File: config.mk
export PLATFORM = sky130hd
export DESIGN_NAME = led_toggle_bank
export DESIGN_NICKNAME = d
export VERILOG_FILES = /design/src/rtl/led_toggle_bank.sv
export SDC_FILE = /design/constraint.sdc
export NUM_CORES = 1
export LEC_CHECK = 0
export CORE_MARGIN = 2
export CORE_UTILIZATION = 45
export DETAILED_ROUTE_END_ITERATION = 12
export HOLD_SLACK_MARGIN = 0.1
export PLACE_DENSITY = 0.62
export SKIP_CTS_REPAIR_TIMING = 1
export SYNTH_ARGS = -nofsm -noshare
export SYNTH_HDL_FRONTEND = slang
export SYNTH_SLANG_ARGS = --single-unit
File: constraint.sdc
create_clock -name clk_out -period 7.05 [get_ports clk_out]
set_input_delay 2.115 -clock clk_out [delete_from_list [all_inputs] [get_ports clk_out]]
set_output_delay 2.115 -clock clk_out [all_outputs]
set_load 0.05 [all_outputs]
File: src/rtl/led_toggle_bank.sv
// led_toggle_bank
// Bank of independent button-to-LED channels running in the divided clock
// domain. Each channel synchronises its raw button, debounces it with a
// consecutive-sample counter, detects accepted rising edges and drives its
// LED in one of four runtime modes: toggle, follow, pulse-stretch or off.
// All channel state clears asynchronously on rst.

module led_toggle_bank #(
  parameter int CHANNELS     = 4,
  parameter int DB_CYCLES    = 4,
  parameter int PULSE_CYCLES = 8
) (
  input  logic                  clk_out,
  input  logic                  rst,
  input  logic [CHANNELS-1:0]   d,
  input  logic [2*CHANNELS-1:0] mode,
  output logic [CHANNELS-1:0]   led,
  output logic [CHANNELS-1:0]   press
);

  // Debounce counter wide enough to hold DB_CYCLES.
  localparam int DBW = $clog2(DB_CYCLES + 1);

  // Counter value at which the next mismatching sample completes the debounce.
  localparam logic [DBW-1:0] DB_LAST    = DBW'(DB_CYCLES - 1);
  localparam logic [DBW-1:0] DB_ZERO    = DBW'(0);
  localparam logic [DBW-1:0] DB_ONE     = DBW'(1);
  localparam logic [7:0]     PULSE_LOAD = 8'(PULSE_CYCLES);

  localparam logic [1:0] MODE_TOGGLE = 2'b00;
  localparam logic [1:0] MODE_FOLLOW = 2'b01;
  localparam logic [1:0] MODE_PULSE  = 2'b10;
  localparam logic [1:0] MODE_OFF    = 2'b11;

  for (genvar i = 0; i < CHANNELS; i++) begin : g_ch

    // Registered channel state.
    logic           s1_r;
    logic           s2_r;
    logic           stable_r;
    logic [DBW-1:0] dbc_r;
    logic           tq_r;
    logic [7:0]     pc_r;
    logic           rise_r;
    logic           led_r;
    logic           press_r;

    // Next-state values.
    logic           stable_nxt_s;
    logic [DBW-1:0] dbc_nxt_s;
    logic           rise_s;
    logic [7:0]     pc_nxt_s;
    logic           led_nxt_s;
    logic [1:0]     mode_s;

    assign mode_s = mode[2*i +: 2];

    // Debounce: count consecutive samples that differ from the accepted level.
    always_comb begin
      stable_nxt_s = stable_r;
      dbc_nxt_s    = DB_ZERO;
      if (s2_r == stable_r) begin
        stable_nxt_s = stable_r;
        dbc_nxt_s    = DB_ZERO;
      end else if (dbc_r == DB_LAST) begin
        stable_nxt_s = s2_r;
        dbc_nxt_s    = DB_ZERO;
      end else begin
        stable_nxt_s = stable_r;
        dbc_nxt_s    = dbc_r + DB_ONE;
      end
    end

    // Rising-edge detect on the accepted level and pulse-stretch counter.
    always_comb begin
      rise_s   = stable_nxt_s & ~stable_r;
      pc_nxt_s = 8'd0;
      if (rise_s) begin
        pc_nxt_s = PULSE_LOAD;
      end else if (pc_r != 8'd0) begin
        pc_nxt_s = pc_r - 8'd1;
      end else begin
        pc_nxt_s = 8'd0;
      end
    end

    // LED source select from the current registered channel state.
    always_comb begin
      led_nxt_s = 1'b0;
      case (mode_s)
        MODE_TOGGLE: led_nxt_s = tq_r;
        MODE_FOLLOW: led_nxt_s = stable_r;
        MODE_PULSE:  led_nxt_s = (pc_r != 8'd0);
        MODE_OFF:    led_nxt_s = 1'b0;
        default:     led_nxt_s = 1'b0;
      endcase
    end

    // Channel state registers; press follows the internal rise by one edge.
    always_ff @(posedge clk_out or posedge rst) begin
      if (rst) begin
        s1_r     <= 1'b0;
        s2_r     <= 1'b0;
        stable_r <= 1'b0;
        dbc_r    <= DB_ZERO;
        tq_r     <= 1'b0;
        pc_r     <= 8'd0;
        rise_r   <= 1'b0;
        led_r    <= 1'b0;
        press_r  <= 1'b0;
      end else begin
        s1_r     <= d[i];
        s2_r     <= s1_r;
        stable_r <= stable_nxt_s;
        dbc_r    <= dbc_nxt_s;
        tq_r     <= tq_r ^ rise_s;
        pc_r     <= pc_nxt_s;
        rise_r   <= rise_s;
        led_r    <= led_nxt_s;
        press_r  <= rise_r;
      end
    end

    assign led[i]   = led_r;
    assign press[i] = press_r;

  end : g_ch

endmodule

==> results of run 1 <==
## through the flow
step                      util, %  power (mW)  std cells  hold WS [ps]
final                        54.0        1.59        365           347
after global routing         54.0        1.71        365           360
after CTS                    54.0        1.61        365           347
after detailed placement     49.5        1.13        349           336
after floorplan                 -        1.03        257           331
after global placement       49.5        1.11        349           332
## cells in the final DEF (no fill, tap or decap), types with 3 or more instances in the layout
| cell type | count |
|---|---|
| dfrtp_1 | 72 |
| clkdlybuf4s50_1 | 21 |
| o21ai_0 | 12 |
| or3_1 | 12 |
| nor2_1 | 12 |
| clkbuf_8 | 11 |
| inv_1 | 10 |
| nand2_1 | 10 |
| nor3_1 | 10 |
| xnor2_1 | 10 |
| nor3b_1 | 8 |
| a21oi_1 | 8 |
| nand2b_1 | 8 |
| ha_1 | 8 |
| o31ai_1 | 6 |
| nor2b_1 | 6 |
| bufinv_16 | 5 |
| nand4bb_1 | 4 |
| mux2i_1 | 4 |
| nor4_1 | 4 |
| o211ai_1 | 4 |
| mux2_2 | 4 |
| a21o_1 | 3 |
| inv_2 | 3 |
## sequential cells by signal, indices dropped and copies added (netlist names)
register,cells
g_ch.rise_r,4
g_ch.led_r,4
g_ch.press_r,4
g_ch.pc_r,32
g_ch.s2_r,4
g_ch.tq_r,4
g_ch.dbc_r,12
g_ch.stable_r,4
g_ch.s1_r,4
## cells by family (layout without fill, tap and decap cells)
group,after synthesis,count (layout),synth area share (%)
and+or+nand+nor,92,92,18.7
DFF,72,72,58.9
AOI/OAI and AO/OA,42,42,9.04
buffers and inverters,23,51,3.88
xor gates and xnor gates,12,12,3.43
adders and majority gates,8,8,3.27
muxes,8,8,2.78
## final timing paths
kind                       depth (start not counted)               to  slack [ps]
hold / removal                                     0  g_ch[1].press_r         350
setup / recovery                                   1           led[3]        3480
max in group asynchronous                          3     g_ch[3].tq_r        4120
hold reg to reg                                    0  g_ch[1].press_r         350
setup reg to reg                                   5  g_ch[1].pc_r[4]        5300
min in group asynchronous                          3  g_ch[1].press_r        2370
## per-layer routing
| metal | share of wire [%] | global-route usage (%) | wire length [um] | vias up |
|---|---|---|---|---|
| met5 | 0 | 0 | 0 | - |
| met4 | 2.2 | 8.38 | 104 | 0 |
| met3 | 3.2 | 3.52 | 148 | 8 |
| met2 | 46 | 22.2 | 2150 | 26 |
| met1 | 48 | 19.3 | 2250 | 953 |
| li1 | - | - | - | 958 |
## power by group
part | leakage [nW] | internal, mW | switching, mW | total [mW]
Combinational | 0.563 | 0.220 | 0.224 | 0.444
Sequential | 0.906 | 0.555 | 0.118 | 0.673
Clock | 0.150 | 0.326 | 0.149 | 0.475
## layout make-up
cell class                      instances  area [um^2]  area share (%)
Inverter                               13         48.8            1.35
Clock inverter                          5          150            4.16
Timing Repair Buffer                   22          218            6.03
Tap cell                               80          100            2.77
Sequential cell                        72         1800            49.9
Clock buffer                           11          151            4.19
Multi-Input combinational cell        162         1140            31.6
==> flow_metrics.env, run 1 <==
export IMPL_ys_top_cells_by_area="dfrtp_1 (59%), ha_1 (3.3%), xnor2_1 (2.9%), or3_1 (2.5%), o21ai_0 (2.0%)"
export IMPL_initial_core_util_pct=45.8
export IMPL_grtUsageTotal_pct=14.7
export IMPL_crit_required_ps=4930
export IMPL_cp_data_arrival_time_ps=1460
export IMPL_synth_most_common_cell="dfrtp_1"
export IMPL_yosys_warnings=0
export IMPL_htreeDepth=3
export IMPL_holdCritPathClass="flop to flop"
export IMPL_drtPass1Iterations=4
export IMPL_wirelength_mm=4.65
export IMPL_grt_overflow_total=0
export IMPL_nNetsFinal=302
export IMPL_post_route_period_util_pct=50.7
export IMPL_cap_violations=0
export IMPL_syn_to_final_growth_pct=17.9
export IMPL_n_fill_cell=593
export IMPL_die_y_um=86.5
export IMPL_portBuffers=21
export IMPL_dp_hpwl_mm=3.08
export IMPL_rows=30
export IMPL_rsz0062_at_grt="false"
export IMPL_dp_slack_ps=3690
export IMPL_tns_ps=0
export IMPL_antenna_found_initial=0
export IMPL_diodes=0
export IMPL_vdd_drop_max_v=0.000168
export IMPL_p_leak_nw=1.62
export IMPL_cellPowerDensity_nw_per_um2=441
export IMPL_crit_chain="clkdlybuf4s50_1"
export IMPL_synth_nets=279
export IMPL_dieArea_um2=7480
export IMPL_synth_area_um2=3060
export IMPL_ioPinCount=22
export IMPL_hold_viol_final=0
export IMPL_synth_top_cell_area_share_pct=58.9
export IMPL_finClkSkew_ps=6.34
export IMPL_startpoint="g_ch[3].led_r"
export IMPL_num_vias=1945
export IMPL_synth_seq_area_share_pct=58.9
export IMPL_placed_area_um2=3310
export IMPL_crit_family="buffers and inverters"
export IMPL_slowest_stage="clkdlybuf4s50_1"
export IMPL_synth_cell_types=38
export IMPL_synthFlopType="dfrtp_1"
export IMPL_clk_latency_ps=340
export IMPL_drive_gt1_share_pct=11.6
export IMPL_slew_viol_final=0
export IMPL_worstReg2RegStart="g_ch[1].pc_r[0]"
export IMPL_grt_max_degree=73
export IMPL_ys_top_cells_by_count="dfrtp_1 (72), nor2_1 (12), o21ai_0 (12), or3_1 (12), inv_1 (11)"
export IMPL_timing_final_crit_period_ps=3570
export IMPL_syn_inst=257
export IMPL_fin_area_um2=3610
export IMPL_yosysTopAreaCell="dfrtp_1"
export IMPL_worst_hold_startpoint="g_ch[1].rise_r"
export IMPL_crit_fanout=1
export IMPL_setup_violations=0
export IMPL_ant_nets=0
export IMPL_start_kind="flop"
export IMPL_outcome="finished clean"
export IMPL_cts_sink_count=72
export IMPL_setup_ws_ps=3480
export IMPL_cts_buffers=9
export IMPL_critPathKind="flop to output pin"
export IMPL_cp_slowest_stage_delay_ps=800
export IMPL_async_reset_ff_share_pct=100
export IMPL_slew_headroom_pct=41.2
export IMPL_tritoncts="done"
export IMPL_routed_via_density=5.33
export IMPL_worst_slew_pin_slew_ps=882
export IMPL_synth_seq_cells=72
export IMPL_core_area_um2=6680
export IMPL_clk_path_buf_depth=2
export IMPL_drc=0
export IMPL_drt_wirelength_per_cell_um=12.7
export IMPL_syn_mean_instance_area_um2=11.9
export IMPL_crit_path_end_kind="output pin"
export IMPL_fmaxAchievable_mhz=280
export IMPL_path_clk_slew_ps=80
export IMPL_drtIter0Drc=107
export IMPL_crit_buf_inv=1
export IMPL_synth_edff_count=0
export IMPL_die_x_um=86.5
export IMPL_grt_pass1_wl_mm=8.54
export IMPL_place_gp_congestion=0.780
export IMPL_grt_pass1_vias=1914
export IMPL_clock_root_buffer="clkbuf_8"
Power figures use the tool's default switching activity.
==> inputs of run 2 (changes only) <==
--- a/config.mk
+++ b/config.mk
@@ -9,7 +9,7 @@
 export CORE_UTILIZATION = 45
 export DETAILED_ROUTE_END_ITERATION = 12
 export HOLD_SLACK_MARGIN = 0.1
-export PLACE_DENSITY = 0.62
+export PLACE_DENSITY = 0.64
 export SKIP_CTS_REPAIR_TIMING = 1
 export SYNTH_ARGS = -nofsm -noshare
 export SYNTH_HDL_FRONTEND = slang
==> constraint.sdc (replaced) <==
create_clock -name clk_out -period 3.2 [get_ports clk_out]
set_input_delay 0.96 -clock clk_out [delete_from_list [all_inputs] [get_ports clk_out]]
set_output_delay 0.96 -clock clk_out [all_outputs]
set_load 0.05 [all_outputs]
==> run 2 against run 1 <==
Net effect: die area stayed put; sequential share of layout area is 1.6 points higher; final area is 3.0% lower; highest routed layer unchanged; non-clock buffer count stayed put; flip-flop and latch count stayed put; core utilization is 1.6 points lower; critical path depth stayed put; largest cell class unchanged; clock skew is 2.2 ps higher.
==> flow_metrics.env, run 2 (synthesis results as in run 1) <==
export IMPL_outcome="finished clean"
export IMPL_num_vias=1906
export IMPL_rsz0062_at_grt="false"
export IMPL_slew_viol_final=0
export IMPL_regMostFlops="g_ch.pc_r"
export IMPL_vdd_drop_max_v=0.000402
export IMPL_pwr_share_comb_pct=31.5
export IMPL_grt_overflow_total=0
export IMPL_grt_max_degree=48
export IMPL_mostFrequentLayoutCells="dfrtp_1 (72), clkdlybuf4s50_1 (21), o21ai_0 (12), or3_1 (12), nor2_1 (12)"
export IMPL_crit_family="buffers and inverters"
export IMPL_fmaxAchievable_mhz=412
export IMPL_crit_buf_inv=1
export IMPL_fin_area_um2=3500
export IMPL_timing_final_crit_period_ps=2430
export IMPL_die_y_um=86.5
export IMPL_p_sw_mw=1.07
export IMPL_drtIter0Drc=83
export IMPL_whs_ps=345
export IMPL_drt_wirelength_per_cell_um=12.6
export IMPL_crit_path_end_kind="output pin"
export IMPL_clk_path_buf_depth=2
export IMPL_wirelength_mm=4.60
export IMPL_cellPowerDensity_nw_per_um2=897
export IMPL_initial_core_util_pct=45.8
export IMPL_htreeDepth=3
export IMPL_startpoint="g_ch[3].led_r"
export IMPL_grtUsageTotal_pct=13.9
export IMPL_setup_ws_ps=772
export IMPL_path_clk_slew_ps=70
export IMPL_drc=0
export IMPL_crit_fanout=1
export IMPL_clock_root_buffer="clkbuf_8"
export IMPL_internal_power_mw=2.07
export IMPL_finClkSkew_ps=8.53
export IMPL_diodes=0
export IMPL_final_common_cell="dfrtp_1"
export IMPL_cp_endpoint="led[3]"
export IMPL_cap_violations=0
export IMPL_largest_reg_flops=32
export IMPL_dieArea_um2=7480
export IMPL_setup_violations=0
export IMPL_grt_pass1_vias=1831
export IMPL_cp_slowest_stage_delay_ps=800
export IMPL_hold_viol_final=0
export IMPL_grt_pass1_wl_mm=8.04
export IMPL_place_gp_congestion=0.780
export IMPL_seq_power_share_pct=47.1
export IMPL_dp_slack_ps=1130
export IMPL_crit_required_ps=2240
export IMPL_crit_cells=1
export IMPL_slew_headroom_pct=55.7
export IMPL_multiInputGateArea_um2=1140
export IMPL_ioPinCount=22
export IMPL_holdCritPathClass="flop to flop"
export IMPL_cts_buffers=9
export IMPL_reg2reg_slack_ps=1440
export IMPL_routed_via_density=5.22
export IMPL_utilization_pct=52.4
export IMPL_clockPowerShare_pct=21.4
export IMPL_clk_latency_ps=340
export IMPL_antenna_found_initial=0
export IMPL_critPathKind="flop to output pin"
export IMPL_worst_slew_pin_slew_ps=659
export IMPL_seqCellArea_um2=1800
export IMPL_slowest_stage="clkdlybuf4s50_1"
export IMPL_p_leak_nw=1.57
export IMPL_hold_depth=0
export IMPL_dp_hpwl_mm=3.11
export IMPL_cts_sink_count=72
export IMPL_core_area_um2=6680
export IMPL_worstReg2RegStart="g_ch[0].pc_r[0]"
export IMPL_tns_ps=0
export IMPL_syn_to_final_growth_pct=14.4
export IMPL_n_fill_cell=624
export IMPL_die_x_um=86.5
export IMPL_r2r_cells=5
export IMPL_crit_chain="clkdlybuf4s50_1"
export IMPL_top_regs="g_ch.pc_r (32), g_ch.dbc_r (12)"
export IMPL_nNetsFinal=302
export IMPL_start_kind="flop"
export IMPL_rr_endpoint="g_ch[0].pc_r[4]"
export IMPL_post_route_period_util_pct=75.9
export IMPL_power_switching_share_pct=34.1
export IMPL_portBuffers=21
export IMPL_tritoncts="done"
export IMPL_drtPass1Iterations=6
export IMPL_rows=30
export IMPL_ant_nets=0
export IMPL_drive_gt1_share_pct=10.5
export IMPL_cp_data_arrival_time_ps=1470
export IMPL_placed_area_um2=3320
run 2: changes by cell type in the layout (fill, tap and decap cells not counted), sizes merged:
cell | previous run | this run
clkinv | 0 | 3
clkbuf | 11 | 12
bufinv | 5 | 1
run 2: layer usage:
metal,global-route usage [%],vias up,wire (um)
met5,0,-,0
met4,7.24,0,74
met3,5.33,8,164
met2,20.6,25,2100
met1,17.6,918,2260
li1,-,955,-
run 2: how the worst min path moves through the flow:
stage,start,endpoint
after floorplan,g_ch[0].rise_r,g_ch[0].press_r
after global placement,g_ch[3].s1_r,g_ch[3].s2_r
after detailed placement,g_ch[2].s1_r,g_ch[2].s2_r
after CTS,g_ch[1].rise_r,g_ch[1].press_r
after global routing,g_ch[1].rise_r,g_ch[1].press_r
final,g_ch[1].rise_r,g_ch[1].press_r
run 2: power by group through the flow:
| stage | Sequential (mW) | Combinational [mW] | Clock, mW |
|---|---|---|---|
| final | 1.48 | 0.989 | 0.672 |
| after detailed placement | 1.50 | 1.00 | 0 |
| after CTS | 1.48 | 1.01 | 0.701 |
| after floorplan | 1.43 | 0.838 | 0 |
| after global routing | 1.53 | 1.13 | 0.736 |
| after global placement | 1.49 | 0.969 | 0 |
run 2: through the flow:
stage,instances,total power [mW]
after floorplan,257,2.27
after global placement,349,2.46
after detailed placement,349,2.50
after CTS,365,3.19
after global routing,365,3.40
final,365,3.14
run 2: final cells by class:
type / instances / area share (%)
multi-input combinational: 162 / 32.6
sequential: 72 / 51.5
clock buffer: 12 / 3.86
inverter: 13 / 1.39
tap: 80 / 2.86
clock inverter: 4 / 1.29
timing repair buffer: 22 / 6.58
==> inputs of run 3 (changes only) <==
==> constraint.sdc (replaced) <==
create_clock -name clk_out -period 2.1 [get_ports clk_out]
set_input_delay 0.63 -clock clk_out [delete_from_list [all_inputs] [get_ports clk_out]]
set_output_delay 0.63 -clock clk_out [all_outputs]
set_load 0.05 [all_outputs]
==> run 3 against run 2 <==
Net effect: register-to-register slack worse by 1100 ps; non-clock buffer count grew 1; die area is the same; largest cell class unchanged; final area increased by 0.61%; flip-flop and latch count is the same; critical endpoint is now g_ch[0].pc_r[4]; global-route usage rose by 0.35 points; clock power grew 52%; combinational power is 52% higher; via count shrank 0.31%.
==> flow_metrics.env, run 3 (synthesis results as in run 1) <==
export IMPL_outcome="finished clean"
export IMPL_drc=0
export IMPL_worst_slew_pin_slew_ps=570
export IMPL_grt_max_degree=73
export IMPL_place_gp_congestion=0.742
export IMPL_cp_data_arrival_time_ps=2010
export IMPL_wirelength_mm=4.71
export IMPL_fin_area_um2=3520
export IMPL_cap_violations=0
export IMPL_portBuffers=21
export IMPL_multiInputGateArea_um2=1140
export IMPL_drive_gt1_share_pct=11.5
export IMPL_crit_fanout=5
export IMPL_drtIter0Drc=61
export IMPL_stdcell_count=366
export IMPL_final_common_cell="dfrtp_1"
export IMPL_seqCellArea_um2=1800
export IMPL_clk_latency_ps=340
export IMPL_ant_nets=0
export IMPL_grtUsageTotal_pct=14.2
export IMPL_r2r_cells=5
export IMPL_start_kind="flop"
export IMPL_cellPowerDensity_nw_per_um2=1360
export IMPL_fmaxAchievable_mhz=571
export IMPL_routed_via_density=5.19
export IMPL_core_area_um2=6680
export IMPL_n_fill_cell=591
export IMPL_dieArea_um2=7480
export IMPL_rr_endpoint="g_ch[0].pc_r[4]"
export IMPL_antenna_found_initial=0
export IMPL_dp_cells=350
export IMPL_highest_layer="met4"
export IMPL_cp_endpoint="g_ch[0].pc_r[4]"
export IMPL_p_leak_nw=1.66
export IMPL_cts_sink_count=72
export IMPL_slew_headroom_pct=61.6
export IMPL_reg2reg_slack_ps=350
export IMPL_path_clk_slew_ps=70
export IMPL_num_vias=1900
export IMPL_mostFrequentLayoutCells="dfrtp_1 (72), clkdlybuf4s50_1 (13), o21ai_0 (12), or3_1 (12), nor2_1 (12)"
export IMPL_rsz0062_at_grt="false"
export IMPL_diodes=0
export IMPL_vdd_drop_max_v=0.000562
export IMPL_wl_met1_mm=2.36
export IMPL_route_met2_wl_mm=2.08
export IMPL_top_regs="g_ch.pc_r (32), g_ch.dbc_r (12)"
export IMPL_startpoint="g_ch[0].pc_r[0]"
export IMPL_die_x_um=86.5
export IMPL_slew_viol_final=0
export IMPL_met3_length_um=136
export IMPL_worst_hold_startpoint="g_ch[1].rise_r"
export IMPL_post_route_period_util_pct=83.4
export IMPL_grt_pass1_wl_mm=8.30
export IMPL_die_y_um=86.5
export IMPL_initial_core_util_pct=45.8
export IMPL_syn_to_final_growth_pct=15.1
export IMPL_cts_buffers=9
export IMPL_worstReg2RegStart="g_ch[0].pc_r[0]"
export IMPL_nNetsFinal=303
export IMPL_htreeDepth=3
export IMPL_placed_area_um2=3330
export IMPL_rows=30
export IMPL_grt_overflow_total=0
export IMPL_dp_hpwl_mm=3.07
export IMPL_setup_violations=0
export IMPL_timing_final_crit_period_ps=1750
export IMPL_grt_pass1_vias=1939
export IMPL_ioPinCount=22
export IMPL_finClkSkew_ps=9.68
export IMPL_tritoncts="done"
export IMPL_crit_required_ps=2360
export IMPL_drtPass1Iterations=4
export IMPL_critPathKind="flop to flop"
export IMPL_clk_path_buf_depth=2
export IMPL_hold_viol_final=0
export IMPL_clock_root_buffer="clkbuf_8"
export IMPL_drt_wirelength_per_cell_um=12.9
export IMPL_crit_path_end_kind="flop"
export IMPL_largest_reg_flops=32
export IMPL_regMostFlops="g_ch.pc_r"
export IMPL_holdCritPathClass="flop to flop"
## run 3: changes by cell type in the layout (fill, tap and decap cells not counted)
cell,delta
clkinvlp_4,+1
buf_4,+3
clkdlybuf4s50_1,-8
inv_2,-1
dlymetal6s2s_1,+6
## run 3: per-layer routing
metal  track usage (%)  up-vias
li1                  -      956
met1              18.5      910
met2              21.7       22
met3              3.43       12
met4              8.38        0
met5                 0        -
## run 3: worst max-delay path, stage by stage, from the launching register on
cell and delay [ps]:
dfrtp_1 410, inv_1 70, ha_1 220, or3b_2 490
or3_1 350, a21oi_1 130
## run 3: worst min path at each step
stage,endpoint,depth (start not counted)
6_report,g_ch[1].press_r,0
5_1_grt,g_ch[0].press_r,0
4_1_cts,g_ch[0].press_r,0
3_5_place_dp,g_ch[2].s2_r,0
3_3_place_gp,g_ch[0].s2_r,0
2_1_floorplan,g_ch[0].press_r,0
## run 3: per-stage QoR
| stage | setup TNS, ps | power (mW) | util (%) | hold slack (ps) | setup WS [ps] |
|---|---|---|---|---|---|
| finish | 0 | 4.78 | 52.7 | 344 | 349 |
| global route | 0 | 5.17 | 52.7 | 355 | 253 |
| CTS | -17.4 | 4.85 | 52.5 | 350 | -15.9 |
| detailed placement | 0 | 3.80 | 49.8 | 335 | 362 |
| global placement | 0 | 3.75 | 49.8 | 332 | 382 |
| floorplan | 0 | 3.46 | - | 331 | 463 |
## run 3: power by group
part / switching [mW] / internal, mW / leakage (nW) / total [mW]
registers: 0.402 / 1.86 / 0.906 / 2.27
clock network: 0.472 / 0.544 / 0.0941 / 1.02
logic: 0.760 / 0.741 / 0.661 / 1.50
## run 3: layout make-up
type | count | share of cell area, %
Sequential cell | 72 | 51.2
Multi-Input combinational cell | 162 | 32.4
Timing Repair Buffer | 23 | 7.03
Clock buffer | 12 | 3.84
Tap cell | 80 | 2.84
Inverter | 13 | 1.49
Clock inverter | 4 | 1.28
==> RTL edit 1, RTL diff (settings of run 3) <==
The parameter `CHANNELS` goes from 4 to 8.
--- a/src/rtl/led_toggle_bank.sv
+++ b/src/rtl/led_toggle_bank.sv
@@ -6,7 +6,7 @@
 // All channel state clears asynchronously on rst.
 
 module led_toggle_bank #(
-  parameter int CHANNELS     = 4,
+  parameter int CHANNELS     = 8,
   parameter int DB_CYCLES    = 4,
   parameter int PULSE_CYCLES = 8
 ) (
Ports: changed (resized d, led, mode and press); port bits go from 22 to 42. No check against the original RTL was run, so the function may have changed too.
==> RTL edit 1 against run 3 <==
  * Worst hold slack better by 0.00080 ns
  * Sequential cell count is 72 higher
  * Total power increased by 120%
  * Synthesized area is 99% higher
  * Synthesized cell count rose by 100%
  * Cell area grew 110%
  * Setup slack worse by 0.032 ns
  * Final cell count up 110%
  * Wire length up 110%
  * Largest cell class unchanged
==> RTL edit 1: results (changes against run 3) <==
| Metric | Value |
|---|---|
| Layout Skew | 0.00404 ns (was 0.00968 ns) |
| Combinational Power | 3.04 mW (was 1.50 mW) |
| Max VDD drop | 0.000937 V (was 0.000562 V) |
| PortBufs | 41 (was 21) |
| Signal buffers | 54 (was 23) |
| Share of cells above drive strength 1 | 0.119 (was 0.115) |
| Placer Congestion | 0.830 (was 0.742) |
| Clk pin slew, worst setup/hold paths | 0.05 ns (was 0.07 ns) |
| Worst Setup SP | g_ch[2].led_r$_DFF_PP0_ (was g_ch[0].pc_r[0]$_DFF_PP0_) |
| DP Worst Slack | 0.352 ns (was 0.362 ns) |
| Leakage | 3.40 nW (was 1.66 nW) |
| R2r startpoint | g_ch[7].pc_r[3]$_DFF_PP0_ (was g_ch[0].pc_r[0]$_DFF_PP0_) |
| H-tree levels | 4 (was 3) |
| Crit Reg-Reg Endpoint | g_ch[7].pc_r[7]$_DFF_PP0_ (was g_ch[0].pc_r[4]$_DFF_PP0_) |
| Reg2Reg Depth | 3 (was 5) |
| Largest net degree at the start of global routing | 62 (was 73) |
| Arrival time worst endpoint | 1.15 ns (was 2.01 ns) |
| Switching part of the total | 0.325 (was 0.342) |
| Hold slack final | 0.344 ns (about the same) |
| Clock buffer cells | 26 (was 12) |
| Outcome | completed (unchanged) |
| Syn nets | 563 (was 279) |
| DP Area | 0.00668 mm² (was 0.00333 mm²) |
| Clk Latency, worst-skew pair | 0.41 ns (was 0.34 ns) |
| Seq/Total Area, Yosys | 0.592 (was 0.589) |
| Tmin final | 1.78 ns (was 1.75 ns) |
RTL edit 1: changes by cell type in the layout (fill, tap and decap cells not counted), moves of 7 or more:
cell	run 3	this run
nor2b_1	6	14
nor3_1	10	17
inv_1	10	20
clkdlybuf4s50_1	13	25
clkbuf_16	0	17
dfrtp_1	72	144
o21ai_0	12	28
buf_4	3	16
ha_1	8	18
or4_1	2	16
a21oi_1	8	40
nor2_1	12	36
or3_1	12	20
nor3b_1	8	17
RTL edit 1: cell families (layout without fill, tap and decap cells):
kind of cell / after synthesis / count (layout) / synth area share
AOI/OAI and AO/OA: 104 / 104 / 0.104
xor gates and xnor gates: 24 / 24 / 0.0345
adders and majority gates: 18 / 18 / 0.0370
buffers and inverters: 45 / 106 / 0.0380
DFF: 144 / 144 / 0.592
muxes: 8 / 8 / 0.0148
and+or+nand+nor: 176 / 176 / 0.180
==> RTL edit 2, RTL diff (config.mk and constraints of run 3) <==
Made on the original files. Make the reset (`rst`) synchronous in one clocked block. Comments in the files are not updated.
--- a/src/rtl/led_toggle_bank.sv
+++ b/src/rtl/led_toggle_bank.sv
@@ -97,7 +97,7 @@
     end
 
     // Channel state registers; press follows the internal rise by one edge.
-    always_ff @(posedge clk_out or posedge rst) begin
+    always_ff @(posedge clk_out) begin
       if (rst) begin
         s1_r     <= 1'b0;
         s2_r     <= 1'b0;
Formal check against the unedited RTL: differs if rst is asserted again (counterexample within 10 cycles, from zero or initial values and one cycle with rst high); with rst held inactive, the same outputs for 10 cycles.
==> RTL edit 2 against run 3 <==
  * Synthesized area down 4.3%
  * Sequential power down 17%
  * Wire length down 1.4%
  * Cell area down 3.2%
  * Total power down 7.0%
  * Via count up 7.8%
  * Sequential cell count unchanged
  * Core utilization up 1.3 points
  * Worst hold slack better by 0.075 ns
  * Setup slack better by 0.019 ns
  * Critical path type unchanged
  * Largest cell class unchanged
==> RTL edit 2: results (changes against run 3) <==
| Metric | Value |
|---|---|
| Max FO, Critical Path | 4 (was 5) |
| Met2 Track Usage GR | 0.217 (about the same) |
| Most frequent cells after synthesis | 72 x dfxtp_1, 31 x nor2_1, 20 x a21oi_1, 20 x inv_1, 16 x nor2b_1 (was 72 x dfrtp_1, 12 x nor2_1, 12 x o21ai_0, 12 x or3_1, 11 x inv_1) |
| Hold path depth | 1 (was 0) |
| Seq group | 1.89 mW (was 2.27 mW) |
| Initial DRC Count | 38 (was 61) |
| CP max-delay cell | or4b_1 (was or3b_2) |
| WL met1 | 2.30 mm (was 2.36 mm) |
| Worst hold endpoint | g_ch[2].dbc_r[0]$_SDFF_PP0_ (was g_ch[1].press_r$_DFF_PP0_) |
| Share of cells above drive strength 1 | 0.0887 (was 0.115) |
| Seq/Total Area, Yosys | 0.492 (was 0.589) |
| Largest net degree at the start of global routing | 36 (was 73) |
| Layout Skew | 0.00792 ns (was 0.00968 ns) |
| Tightest Pin Transition | 0.501 ns (was 0.570 ns) |
| Leading post-synthesis cells by cell area | dfxtp_1 49%, ha_1 6.4%, nor2_1 4.0% (was dfrtp_1 59%, ha_1 3.3%, xnor2_1 2.9%) |
| GR Util met1 | 0.174 (was 0.185) |
| First-pass GRT wire length | 8.09 mm (was 8.30 mm) |
| Top_reg_cell synth | dfxtp_1 (was dfrtp_1) |
| DP Wirelength | 3.19 mm (was 3.07 mm) |
| Max VDD drop | 0.000904 V (was 0.000562 V) |
| Clk Latency, worst-skew pair | 0.33 ns |
| Syn nets | 331 (was 279) |
| Outcome | completed (unchanged) |
| Hold slack final | 0.418 ns (was 0.344 ns) |
| Synth unique cells | 35 (was 38) |
| Switching part of the total | 0.321 (was 0.342) |
| Ys Warns | 0 (unchanged) |
| Slew Viols, Final | 0 (unchanged) |
| Mean post-synth cell area | 9.70 µm² (was 11.9 µm²) |
| Hold Crit Start | g_ch[2].dbc_r[0]$_SDFF_PP0_ (was g_ch[1].rise_r$_DFF_PP0_) |
| Leakage | 1.43 nW (was 1.66 nW) |
| DP Area | 0.00317 mm² (was 0.00333 mm²) |
| H-tree levels | 3 (unchanged) |
| Detailed-route wire length per cell | 11.5 µm (was 12.9 µm) |
| DRT Wirelength | 4.64 mm (was 4.71 mm) |
| Nets | 351 (was 303) |
| Clk pwr share | 0.257 (was 0.212) |
| Routed met3 length | 252 µm (was 136 µm) |
| R2r startpoint | g_ch[1].pc_r[0]$_SDFF_PP0_ (was g_ch[0].pc_r[0]$_DFF_PP0_) |
| Placer Congestion | 0.782 (was 0.742) |
| Clk pin slew, worst setup/hold paths | 0.07 ns (about the same) |
| Vias per cell | 5.07 (was 5.19) |
| Tot GR Track Use | 0.141 (was 0.142) |
| Async S/R FF share, synth | 0 (was 1.00) |
| DR WL met2 | 2.07 mm (was 2.08 mm) |
| Reg2reg setup slack | 0.37 ns (was 0.35 ns) |
| Crit Reg-Reg Endpoint | g_ch[1].pc_r[6]$_SDFF_PP0_ (was g_ch[0].pc_r[4]$_DFF_PP0_) |
[RTL edit 2: logic make-up (layout without fill, tap and decap cells)]
logic type | count (synthesis) | in the layout | synth area share
buffers and inverters | 33 | 58 | 0.0525
AO/OA/AOI/OAI | 53 | 53 | 0.107
flip-flops | 72 | 72 | 0.492
AND/OR/NAND/NOR | 107 | 107 | 0.216
adder cells (fa/ha/maj) | 15 | 15 | 0.0641
XOR/XNOR | 15 | 15 | 0.0449
multiplexers | 7 | 7 | 0.0239
[RTL edit 2: through the flow]
step           TNS (ns)  power, mW  setup WS [ns]
6_report              0       4.45          0.368
5_1_grt               0       4.81          0.228
4_1_cts         -0.0176       4.50        -0.0163
3_5_place_dp          0       3.33          0.101
3_3_place_gp          0       3.30          0.123
2_1_floorplan         0       3.03          0.466
[RTL edit 2: layout make-up]
class,count,area (µm²)
clock inverter,2,35.0
sequential,72,1440
clock buffer,14,183
timing repair buffer,22,245
tap,77,96.3
multi-input combinational,197,1330
inverter,20,75.1
fill,581,2900
